**config.mk**
```make
export PLATFORM = sky130hd
export DESIGN_NAME = prog_mod_counter
export DESIGN_NICKNAME = d
export VERILOG_FILES = /design/src/rtl/prog_mod_counter_pkg.sv /design/src/rtl/div_shadow_reg.sv /design/src/rtl/prog_mod_counter.sv
export SDC_FILE = /design/constraint.sdc
export NUM_CORES = 1
export LEC_CHECK = 0
export CORE_MARGIN = 5
export CORE_UTILIZATION = 52
export DETAILED_ROUTE_END_ITERATION = 10
export MAX_ROUTING_LAYER = met4
export PLACE_DENSITY = 0.78
export SYNTH_ARGS = -nofsm -noshare
export SYNTH_HDL_FRONTEND = slang
export SYNTH_HIERARCHICAL = 1
export SYNTH_SLANG_ARGS = --single-unit
```
**constraint.sdc**
```tcl
create_clock -name CLK -period 3 [get_ports CLK]
set_input_delay 0.6 -clock CLK [delete_from_list [all_inputs] [get_ports CLK]]
set_output_delay 0.6 -clock CLK [all_outputs]
set_load 0.02 [all_outputs]
```
**src/rtl/prog_mod_counter_pkg.sv**
```systemverilog
// Shared definitions for the programmable modulo counter.
// Holds the FSM state encoding and the smallest legal divisor.
// Ports: none (package only).
package prog_mod_counter_pkg;

  typedef enum logic {
    IDLE = 1'b0,
    RUN  = 1'b1
  } state_t;

  // Divisor values below this are raised to it on acceptance, so every
  // sequence has distinct start and terminal values.
  localparam int MIN_DIV = 2;

endpackage

```
**src/rtl/div_shadow_reg.sv**
```systemverilog
// One-entry shadow register for a new divisor, with a valid/ready handshake.
// Ports: clk (falling-edge), clear (sync reset), div_in/div_valid/div_ready (write side),
//        consume (counter took the value), full/div_val (pending divisor, already clamped).
module div_shadow_reg
  import prog_mod_counter_pkg::*;
#(
  parameter int WIDTH = 4
) (
  input  logic             clk,
  input  logic             clear,
  input  logic [WIDTH-1:0] div_in,
  input  logic             div_valid,
  output logic             div_ready,
  input  logic             consume,
  output logic             full,
  output logic [WIDTH-1:0] div_val
);

  logic             full_q;
  logic [WIDTH-1:0] val_q;
  logic             accept;

  // A slot is only accepted into while empty and only consumed while full,
  // so accept and consume never coincide.
  assign accept    = div_valid & ~full_q;
  assign div_ready = ~full_q;
  assign full      = full_q;
  assign div_val   = val_q;

  always_ff @(negedge clk) begin
    if (clear) begin
      full_q <= 1'b0;
      val_q  <= '0;
    end else if (consume) begin
      full_q <= 1'b0;
    end else if (accept) begin
      full_q <= 1'b1;
      val_q  <= (div_in < WIDTH'(MIN_DIV)) ? WIDTH'(MIN_DIV) : div_in;
    end
  end

endmodule

```
**src/rtl/prog_mod_counter.sv**
```systemverilog
// Programmable modulo-N up/down counter with one-shot or continuous mode.
// Ports: CLK (falling-edge), CLEAR (sync reset), START/EN/DIR_DOWN/ONESHOT (control),
//        DIV_IN/DIV_VALID/DIV_READY (divisor update), Count/OUT/BUSY/DONE (status).
module prog_mod_counter
  import prog_mod_counter_pkg::*;
#(
  parameter int WIDTH       = 4,
  parameter int DEFAULT_DIV = 10
) (
  input  logic             CLK,
  input  logic             CLEAR,
  input  logic             START,
  input  logic             EN,
  input  logic             DIR_DOWN,
  input  logic             ONESHOT,
  input  logic [WIDTH-1:0] DIV_IN,
  input  logic             DIV_VALID,
  output logic             DIV_READY,
  output logic [WIDTH-1:0] Count,
  output logic             OUT,
  output logic             BUSY,
  output logic             DONE
);

  state_t           state_q, state_d;
  logic [WIDTH-1:0] count_q, count_d;
  logic [WIDTH-1:0] div_q, div_d;
  logic             out_q, out_d;
  logic             done_q, done_d;
  logic             dir_q, dir_d;
  logic             mode_q, mode_d;

  logic             consume;
  logic             shadow_full;
  logic [WIDTH-1:0] shadow_div;
  logic [WIDTH-1:0] div_apply;
  logic [WIDTH-1:0] step;
  logic             at_term;

  div_shadow_reg #(.WIDTH(WIDTH)) u_shadow (
    .clk       (CLK),
    .clear     (CLEAR),
    .div_in    (DIV_IN),
    .div_valid (DIV_VALID),
    .div_ready (DIV_READY),
    .consume   (consume),
    .full      (shadow_full),
    .div_val   (shadow_div)
  );

  // Divisor in force after an edge where a pending shadow may be taken.
  assign div_apply = shadow_full ? shadow_div : div_q;
  assign at_term   = dir_q ? (count_q == '0) : (count_q == div_q - WIDTH'(1));
  assign step      = dir_q ? (count_q - WIDTH'(1)) : (count_q + WIDTH'(1));

  always_comb begin
    state_d = state_q;
    count_d = count_q;
    div_d   = div_q;
    out_d   = 1'b0;
    done_d  = 1'b0;
    dir_d   = dir_q;
    mode_d  = mode_q;
    consume = 1'b0;

    if (START) begin
      // START wins over stepping and (re)loads the sequence with fresh mode bits.
      state_d = RUN;
      dir_d   = DIR_DOWN;
      mode_d  = ONESHOT;
      div_d   = div_apply;
      consume = shadow_full;
      count_d = DIR_DOWN ? (div_apply - WIDTH'(1)) : '0;
    end else if (state_q == IDLE) begin
      div_d   = div_apply;
      consume = shadow_full;
    end else if (EN) begin
      if (at_term) begin
        // Wrap edge: the only point in RUN where a pending divisor takes effect.
        div_d   = div_apply;
        consume = shadow_full;
        count_d = dir_q ? (div_apply - WIDTH'(1)) : '0;
        if (mode_q) begin
          state_d = IDLE;
          done_d  = 1'b1;
        end
      end else begin
        count_d = step;
        out_d   = dir_q ? (step == '0) : (step == div_q - WIDTH'(1));
      end
    end

    if (CLEAR) begin
      consume = 1'b0;
    end
  end

  always_ff @(negedge CLK) begin
    if (CLEAR) begin
      state_q <= IDLE;
      count_q <= '0;
      div_q   <= WIDTH'(DEFAULT_DIV);
      out_q   <= 1'b0;
      done_q  <= 1'b0;
      dir_q   <= 1'b0;
      mode_q  <= 1'b0;
    end else begin
      state_q <= state_d;
      count_q <= count_d;
      div_q   <= div_d;
      out_q   <= out_d;
      done_q  <= done_d;
      dir_q   <= dir_d;
      mode_q  <= mode_d;
    end
  end

  assign Count = count_q;
  assign OUT   = out_q;
  assign DONE  = done_q;
  assign BUSY  = (state_q == RUN);

endmodule

```
==> impl_metrics.yaml <==
synth:
  synth_top_area_share_pct: 30.9
  synth_cell_types: 39
  yosysSeqAreaShare_pct: 30.9
  synth_area_leaders: "dfxtp_1, xnor2_1, mux2i_1, nor2_1, ha_1"
  synth_warnings: 6
  yosys.area.top_type: "dfxtp_1"
  synth.cell_area_sq_mm: 0.00117
  syn_area_per_cell_sq_um: 8.70
  synth_cells: 134
  synth_fp_nets: 151
  synth_seq_cells: 18
grt:
  grt_pass1_vias: 1191
  grt_pass1_wl_um: 4930
  antenna_found_initial: 0
  overflow: 0
  globalRouteTotalUtil_pct: 19.1
  grt_start_max_net_pins: 14
placed_design:
  post-dp-hpwl_um: 2230
  post-place-cells: 192
  port-buffer-count: 18
  pre_cts_slack_ns: -0.773
  gp_congestion: 0.828
  postPlaceCellArea_sq_mm: 0.00150
die:
  rows: 17
  die_h_um: 57.4
  die_w_um: 57.4
  dieArea_sq_mm: 0.00329
  ioPinCount: 19
  start_util_pct: 53.7
  coreArea_sq_mm: 0.00217
critical_path:
  crit_path_max_fanout: 6
  endpoint_kind: "flop"
  cp.arrival_ns: 1.85
  slowest_stage: "nor3b_4"
  start_kind: "input port"
  criticalPathCategory: "input port to flop"
  max_stage_delay_ns: 0.35
  r2r_slack_ns: 0.66
  crit_required_ns: 1.75
  path_cells: "buf_6 > nand2b_4 > a21oi_2 > o31a_1 > nor3_4 > nor3b_4 > mux2i_1 > nor2_1"
timing:
  report.final.slew_viol_count: 0
  layout_setup_ws_ns: -0.101
  worst_pin_slew_ns: 0.500
  hold_viol: 0
  rsz0062_at_grt: "true"
  setup_violations: 4
  fin_hold_ws_ns: 0.429
  fin_skew_ns: 0.0225
  slew_headroom_pct: 66.6
layout:
  final_core_util_pct: 75.7
  syn2layout_area_growth_pct: 40.8
  drive_gt1_share_pct: 27.5
  design_area_sq_mm: 0.00164
  fillCellCount: 163
  layout.nets: 207
  num_antenna_cells: 0
  fin_cells: 217
clock_tree:
  clk_pin_slew_worst_paths_ns: 0.04
  clockBufferDepth: 2
  clock_sinks: 18
  clock_latency_ns: 0.38
  cts_inserted_buffers: 3
  cts_htree_levels: 1
  cts-root-buf: "clkbuf_4"
  hold_buffers: 0
  cts_tree: "yes"
detailed_routing:
  drc: 0
  detail-route-antenna-nets: 0
  drtIter0Drc: 44
  vias: 1194
  drt-pass1-iter-count: 4
  wl_per_cell_um: 14.3
  drt-total-wl_um: 3100
  viasPerCell: 5.50
job:
  drv_cap: 0
status:
  status: "finished, violations left"
  violations: "setup timing"
hold_path:
  hp-class: "flop to flop"
power_and_ir_drop:
  p_leak_nw: 0.744
  peakVddDrop_mv: 0.372
  power_density_mw_per_mm2: 466
-- per-layer routing --
metal | wire length [um] | vias to the layer above | global-route usage [%]
met3 | 154 | 4 | 5.88
li1 | - | 582 | -
met1 | 1280 | 563 | 20.3
met4 | 30 | 0 | 6.29
met2 | 1640 | 45 | 33.4
met5 | 0 | - | -
-- worst paths after layout --
path                                            end     start  cells after the start
worst min register to register                 DONE    mode_q                      2
worst min-delay path                           DONE    mode_q                      2
worst max register to register             div_q[1]  div_q[0]                      7
worst max-delay path            u_shadow/div_val[3]     START                      8
-- area by class of cell --
cell class                      count  area, sq um  share of cell area (%)
Multi-Input combinational cell    104          811                    49.4
Timing Repair Buffer               39          317                    19.3
Sequential cell                    18          362                    22.0
Tap cell                           28         35.0                    2.13
Clock buffer                        3         22.5                    1.37
Clock inverter                     19         72.6                    4.42
Inverter                            6         22.5                    1.37
-- cells in the final DEF, fill, tap and decap left out, drive strengths merged --
cell type      count
xor2               1
a311oi             1
buf               30
a2bb2oi            1
mux2               2
nand2b             4
nor4               1
nor2              18
o31ai              2
o311a              1
nand3              1
nor2b              1
o32ai              1
and2               2
nand3b             1
a2111oi            1
clkinvlp           1
xnor2             12
or4                1
mux2i              9
dlygate4sd2        2
dfxtp             18
a31oi              1
o31a               3
ha                 5
o311ai             1
clkdlybuf4s50      7
inv               24
nor3b              1
a21o               2
o21ai              3
a211oi             1
or3                2
fa                 1
a21oi             10
nor3               6
clkbuf             3
nand2              8
-- synthesized netlist by cell type --
library cell,instances
dfxtp_1,18
nor2_1,18
xnor2_1,12
a21oi_1,9
mux2i_1,9
inv_1,8
nand2_1,8
nor3_1,6
ha_1,5
clkbuf_1,4
nand2b_1,4
o21ai_0,3
and2_1,2
mux2_1,2
o31a_2,2
a2111oi_0,1
a211oi_1,1
a21o_1,1
a21o_2,1
a21oi_2,1
a2bb2oi_1,1
a311oi_1,1
a31oi_1,1
fa_1,1
nand3_1,1
nand3b_1,1
nor2b_1,1
nor3b_4,1
nor4_1,1
o311a_1,1
o311ai_1,1
o31a_1,1
o31ai_2,1
o31ai_4,1
o32ai_1,1
or3_2,1
or3_4,1
or4_2,1
xor2_1,1
-- stage by stage --
| stage | power (mW) | TNS (ns) |
|---|---|---|
| 2_1_floorplan | 0.487 | -0.776 |
| 3_3_place_gp | 0.566 | -7.66 |
| 3_5_place_dp | 0.572 | -8.18 |
| 4_1_cts | 0.753 | -0.123 |
| 5_1_grt | 0.827 | -0.655 |
| 6_report | 0.765 | -0.348 |
-- worst max-delay path: cells and delay by family --
family,cells,cell delay [ns]
simple gates,4,0.61
compound gates,2,0.31
mux,1,0.23
buf+inv,1,0.09
-- what timing repair did --
item	CTS	global route
buffers inserted	3	2
pin swaps	5	5
resized for setup	42	11
endpoints found under the setup margin	20	10
-- state kept, by name (all words and copies together) (netlist names) --
signal / flops
dir_q: 1
u_shadow/full: 1
u_shadow/div_val: 4
div_q: 4
OUT: 1
DONE: 1
BUSY: 1
Count: 4
mode_q: 1
-- logic make-up after synthesis --
kind of cell	synth area share, %
xor gates and xnor gates	9.76
DFF	30.9
muxes	9.66
AOI/OAI and AO/OA	18.5
adders and majority gates	7.08
and+or+nand+nor	20.3
buffers and inverters	3.86
-- power breakdown --
part	internal, mW	switching [mW]	total [mW]
logic	0.132	0.141	0.272
clock network	0.0798	0.140	0.220
registers	0.258	0.0143	0.272
Note: power is estimated with default switching activity, not from simulation.
